--- src/rtl/serial_adder_pkg.sv ---
// Shared types and helpers for the bit-serial add/subtract controller.
// Optional overflow output is enabled by defining SERIAL_ADD_OVF_EN.
package serial_adder_pkg;

    typedef enum logic [1:0] {
        IDLE = 2'd0,
        RUN  = 2'd1,
        DONE = 2'd2
    } state_e;

    // Bit counter width; a 1-bit floor keeps degenerate widths legal.
    function automatic int cnt_width(input int width);
        return (width <= 2) ? 1 : $clog2(width);
    endfunction

endpackage

--- src/rtl/serial_adder_ctrl_fa_cell.sv ---
// Combinational 1-bit full adder written purely with AND gates and inverters,
// so it can be replaced one-for-one by the AOIG benchmark cell.
module fa_cell (
    input  logic x,
    input  logic y,
    input  logic z,
    output logic s,
    output logic c
);

    logic xy_and;
    logic x_not_y;
    logic y_not_x;
    logic p;
    logic p_not_z;
    logic z_not_p;
    logic pz_and;

    // p = x ^ y, expressed as NOT(NOT(x & ~y) & NOT(~x & y))
    assign x_not_y = x & ~y;
    assign y_not_x = ~x & y;
    assign p       = ~(~x_not_y & ~y_not_x);

    assign p_not_z = p & ~z;
    assign z_not_p = ~p & z;
    assign s       = ~(~p_not_z & ~z_not_p);

    assign xy_and  = x & y;
    assign pz_and  = p & z;
    assign c       = ~(~xy_and & ~pz_and);

endmodule

--- src/rtl/serial_adder_ctrl.sv ---
// Bit-serial add/subtract shell around one shared full-adder cell.
// Build option: define SERIAL_ADD_OVF_EN to produce the signed-overflow output.
module serial_adder_ctrl
    import serial_adder_pkg::*;
#(
    parameter int WIDTH = 8
) (
    input  logic             clk,
    input  logic             rst_n,
    input  logic             in_valid,
    output logic             in_ready,
    input  logic [WIDTH-1:0] in_a,
    input  logic [WIDTH-1:0] in_b,
    input  logic             in_sub,
    output logic             out_valid,
    input  logic             out_ready,
    output logic [WIDTH-1:0] out_sum,
    output logic             out_cout,
    output logic             out_ovf
);

    // Handshakes: a transfer happens on a rising edge where valid and ready are
    // both 1; valid holds its payload stable until that edge, and ready never
    // depends combinationally on valid.
    localparam int CW = cnt_width(WIDTH);
    localparam logic [CW-1:0] LAST_CNT = CW'(WIDTH - 1);

    state_e           state_q, state_d;
    logic [WIDTH-1:0] a_q, a_d;
    logic [WIDTH-1:0] b_q, b_d;
    logic [WIDTH-1:0] sum_q, sum_d;
    logic             carry_q, carry_d;
    logic [CW-1:0]    cnt_q, cnt_d;
    logic             fa_s;
    logic             fa_c;

    fa_cell u_fa (
        .x (a_q[0]),
        .y (b_q[0]),
        .z (carry_q),
        .s (fa_s),
        .c (fa_c)
    );

    always_comb begin
        state_d = state_q;
        a_d     = a_q;
        b_d     = b_q;
        sum_d   = sum_q;
        carry_d = carry_q;
        cnt_d   = cnt_q;
        case (state_q)
            IDLE: begin
                if (in_valid) begin
                    // Subtract is A + ~B + 1: invert B and seed the carry.
                    a_d     = in_a;
                    b_d     = in_sub ? ~in_b : in_b;
                    carry_d = in_sub;
                    cnt_d   = '0;
                    state_d = RUN;
                end
            end
            RUN: begin
                sum_d   = {fa_s, sum_q[WIDTH-1:1]};
                carry_d = fa_c;
                a_d     = {1'b0, a_q[WIDTH-1:1]};
                b_d     = {1'b0, b_q[WIDTH-1:1]};
                cnt_d   = cnt_q + CW'(1);
                if (cnt_q == LAST_CNT) begin
                    state_d = DONE;
                end
            end
            DONE: begin
                if (out_ready) begin
                    state_d = IDLE;
                end
            end
            default: begin
                state_d = IDLE;
            end
        endcase
    end

    always_ff @(posedge clk or negedge rst_n) begin
        if (!rst_n) begin
            state_q <= IDLE;
            a_q     <= '0;
            b_q     <= '0;
            sum_q   <= '0;
            carry_q <= 1'b0;
            cnt_q   <= '0;
        end else begin
            state_q <= state_d;
            a_q     <= a_d;
            b_q     <= b_d;
            sum_q   <= sum_d;
            carry_q <= carry_d;
            cnt_q   <= cnt_d;
        end
    end

    assign in_ready  = (state_q == IDLE);
    assign out_valid = (state_q == DONE);
    assign out_sum   = out_valid ? sum_q : '0;
    assign out_cout  = out_valid & carry_q;

`ifdef SERIAL_ADD_OVF_EN
    logic cmsb_q, cmsb_d;

    // Carry into the MSB is the one still held while the last bit is processed.
    always_comb begin
        cmsb_d = cmsb_q;
        if (state_q == RUN && cnt_q == LAST_CNT) begin
            cmsb_d = carry_q;
        end
    end

    always_ff @(posedge clk or negedge rst_n) begin
        if (!rst_n) begin
            cmsb_q <= 1'b0;
        end else begin
            cmsb_q <= cmsb_d;
        end
    end

    assign out_ovf = out_valid & (cmsb_q ^ carry_q);
`else
    assign out_ovf = 1'b0;
`endif

endmodule

--- config.mk ---
export PLATFORM = sky130hd
export DESIGN_NAME = serial_adder_ctrl
export DESIGN_NICKNAME = d
export VERILOG_FILES = /design/src/rtl/serial_adder_pkg.sv /design/src/rtl/serial_adder_ctrl_fa_cell.sv /design/src/rtl/serial_adder_ctrl.sv
export SDC_FILE = /design/constraint.sdc
export NUM_CORES = 1
export LEC_CHECK = 0
export ABC_AREA = 1
export ABC_CLOCK_PERIOD_IN_PS = 1300
export CAP_MARGIN = 20
export CORE_MARGIN = 2
export CORE_UTILIZATION = 40
export CTS_CLUSTER_SIZE = 30
export DETAILED_ROUTE_END_ITERATION = 10
export PLACE_DENSITY = 0.72
export SYNTH_ARGS = -nofsm -noshare
export SYNTH_HDL_FRONTEND = slang
export SYNTH_SLANG_ARGS = --single-unit
--- constraint.sdc ---
create_clock -name clk -period 1.3 [get_ports clk]
set_input_delay 0.26 -clock clk [delete_from_list [all_inputs] [get_ports clk]]
set_output_delay 0.26 -clock clk [all_outputs]
set_load 0.02 [all_outputs]
==> impl_metrics.tcl <==
set metrics [dict create \
    cts-buffers-inserted 5 \
    final_area_um2 2138 \
    final_core_utilization_pct 57.54 \
    post_synth_num_cell_types 19 \
    initial_antenna_violation_count 0 \
    synth.net_count 221 \
    ctsLongestPathBuffers 2 \
    setup_slack_ns -0.05581 \
    initialDrtViolationCount 37 \
    num_antenna_cells 0 \
    grt_pass1_vias 1351 \
    timing_worst_setup_path_type "reg2out" \
    drive_above_1_share_pct 20.97 \
    grt_start_max_net_pins 31 \
    hold_viol_final 0 \
    post-place-cells 286 \
    critical-path-max-stage-delay_ns 0.39 \
    start_util_pct 41.92 \
    route.detailed.vias_per_inst 4.652 \
    ir_drop_mv 0.7007 \
    finalNetCount 271 \
    cp_max_fo 11 \
    grt_setup_unrepaired "yes" \
    ordered_list_of_cells_on_the_worst_path "inv_2 > nand2_4 > nor2_1 > buf_4" \
    crit_path_end_kind "output pin" \
    cap_viol_max_count 0 \
    p_per_area_nw_per_um2 1835 \
    placement.setup.worst_slack_ns -0.3917 \
    core.rowCount 22 \
    clkLatencyLatePin_ns 0.28 \
    global_route_wire_length_before_repair_um 5520 \
    ant_nets 0 \
    route.detailed.wl_per_inst_um 10.61 \
    dp_hpwl_um 2266 \
    finalNonFillerCells 296 \
    gpl.final_weighted_congestion 0.7132 \
    dpl-instance-area_um2 2018 \
    slew_viols_final 0 \
    cp.required_ns 1.04 \
    ys_seq_elements 30 \
    cts_hold_buf 0 \
    cts_root_buffer "sky130_fd_sc_hd__clkbuf_8" \
    whs_ns 0.3453 \
    groute.usage.overall_pct 16.31 \
    crit_path_start_kind "flip-flop" \
    detailroute.via_count 1377 \
    final_min_period_over_clock_period_pct 104.3 \
    core-area_um2 3716 \
    tritoncts_clock_tree "yes" \
    remaining_drc_errors 0 \
    final_common_cell "sky130_fd_sc_hd__nand2_1" \
    die_w_um 66.41 \
    worstPathArrival_ns 1.10 \
    hold_path.class "in2async" \
    violations "setup timing" \
    outcome "finished, violations left" \
    final_critical_path_time_including_i_o_delays_and_setup_ns 1.356 \
    rr_startpoint "state_q[1]" \
    detail_route.first_pass.iterations 4 \
    fmax_mhz 737.6 \
    buffer_ports.inserted 31 \
    top_level_ports 33 \
    syn_inst 197 \
    startpoint "state_q[0]" \
    areaGrowthSynthToFinish_pct 37.27 \
    final-setup-viol-count 10 \
    mappedNetlistArea_um2 1558 \
    commonest_cells_after_routing_fill_and_taps_aside "61 x sky130_fd_sc_hd__nand2_1, 43 x sky130_fd_sc_hd__nand3_1, 30 x sky130_fd_sc_hd__dfrtp_1" \
    fp.dieH_um 66.41 \
    syn_avg_cell_area_um2 7.907 \
    floorplan.die_area_um2 4410 \
    cts.reportedPaths.clkPinSlew_ns 0.07 \
    clock_tree.htree_level_count 2 \
    synth.yosys.seq_area_share_pct 48.19 \
    numClockSinks 30 \
    worst_clock_skew_ns 0.007869 \
    yosys_warn_count 0 \
    postRouteWirelength_um 3141 \
    globalRoute.totalOverflow 0 \
    cellLeakagePower_nw 1.108 \
    crit_path_top_delay_cell "sky130_fd_sc_hd__dfrtp_1" \
]
## flip-flops by register name (all words and copies together) (netlist names)
| name | count |
|---|---|
| a_q | 8 |
| b_q | 8 |
| carry_q | 1 |
| cnt_q | 3 |
| state_q | 2 |
| sum_q | 8 |
## cell type report
class | instances | area [um^2]
clock inverters | 1 | 5.005
clock buffers | 7 | 86.33
well taps | 48 | 60.06
fillers | 364 | 1578
inverters | 22 | 85.08
flip-flops and latches | 30 | 750.7
multi-input cells | 134 | 651.9
repair buffers | 54 | 499.2
## through the flow
step	total power, mW	TNS [ns]
4_1_cts	3.928	-0.4136
3_5_place_dp	3.124	-5.159
5_1_grt	4.244	-1.077
3_3_place_gp	3.066	-4.751
2_1_floorplan	2.613	0
6_report	3.923	-0.4709
## cells in the mapped netlist
| master | instances | area share (%) |
|---|---|---|
| sky130_fd_sc_hd__inv_1 | 20 | 4.8 |
| sky130_fd_sc_hd__fa_1 | 1 | 1.3 |
| sky130_fd_sc_hd__dfrtp_1 | 30 | 48 |
| sky130_fd_sc_hd__o21ai_2 | 1 | 0.56 |
| sky130_fd_sc_hd__o21ai_1 | 9 | 2.9 |
| sky130_fd_sc_hd__buf_2 | 2 | 0.64 |
| sky130_fd_sc_hd__o22ai_1 | 1 | 0.40 |
| sky130_fd_sc_hd__buf_4 | 5 | 2.4 |
| sky130_fd_sc_hd__nor2_4 | 1 | 0.72 |
| sky130_fd_sc_hd__nand3_1 | 43 | 14 |
| sky130_fd_sc_hd__buf_6 | 4 | 2.9 |
| sky130_fd_sc_hd__ha_1 | 2 | 1.6 |
| sky130_fd_sc_hd__nand2_1 | 63 | 15 |
| sky130_fd_sc_hd__nor2_2 | 1 | 0.40 |
| sky130_fd_sc_hd__nand2_4 | 1 | 0.72 |
| sky130_fd_sc_hd__inv_2 | 2 | 0.48 |
| sky130_fd_sc_hd__xor2_1 | 1 | 0.56 |
| sky130_fd_sc_hd__conb_1 | 1 | 0.24 |
| sky130_fd_sc_hd__nor2_1 | 9 | 2.2 |
## what timing repair did
action / in CTS / in global routing
setup buffers: 1 / 1
pin swaps: 1 / 1
resized for setup: 62 / 7
endpoints found under the setup margin: 11 / 30
## critical path: cells and delay by family, from the launching register on
family	cells	cell delay [ns]
simple gates	2	0.20
flops	1	0.39
buf+inv	2	0.23
## cells by family (layout without fill, tap and decap cells)
group | Yosys count | in the layout | synth area share [%]
XOR/XNOR | 1 | 1 | 0.5624
flip-flops | 30 | 30 | 48.19
AND/OR/NAND/NOR | 118 | 118 | 33.01
buffers and inverters | 33 | 84 | 11.25
AO/OA/AOI/OAI | 11 | 11 | 3.856
adder cells (fa/ha/maj) | 3 | 3 | 2.891
other | 1 | 1 | 0.2407
## worst paths after layout
path,end,slack (ns),cells after the start
worst min register to register,b_q[0],0.49,2
worst min-delay path,sum_q[6],0.35,2
worst max register to register,b_q[4],0.06,6
max in group asynchronous,sum_q[2],0.79,2
worst max-delay path,out_sum[5],-0.06,4
min in group clk,b_q[0],0.49,2
## power breakdown
| part | internal, mW | total, mW | switching [mW] |
|---|---|---|---|
| clock | 0.426 | 0.749 | 0.324 |
| combinational | 0.744 | 1.65 | 0.909 |
| sequential | 1.32 | 1.52 | 0.205 |
| total | 2.49 | 3.92 | 1.44 |
## routing by layer
layer / vias up / GRT usage, % / share of wire, %
met2: 23 / 28.50 / 48
met1: 633 / 19.02 / 46
met3: 4 / 4.770 / 4.6
met4: 0 / 5.357 / 0.86
li1: 717 / - / -
met5: - / 0 / 0
Power figures use the tool's default switching activity.
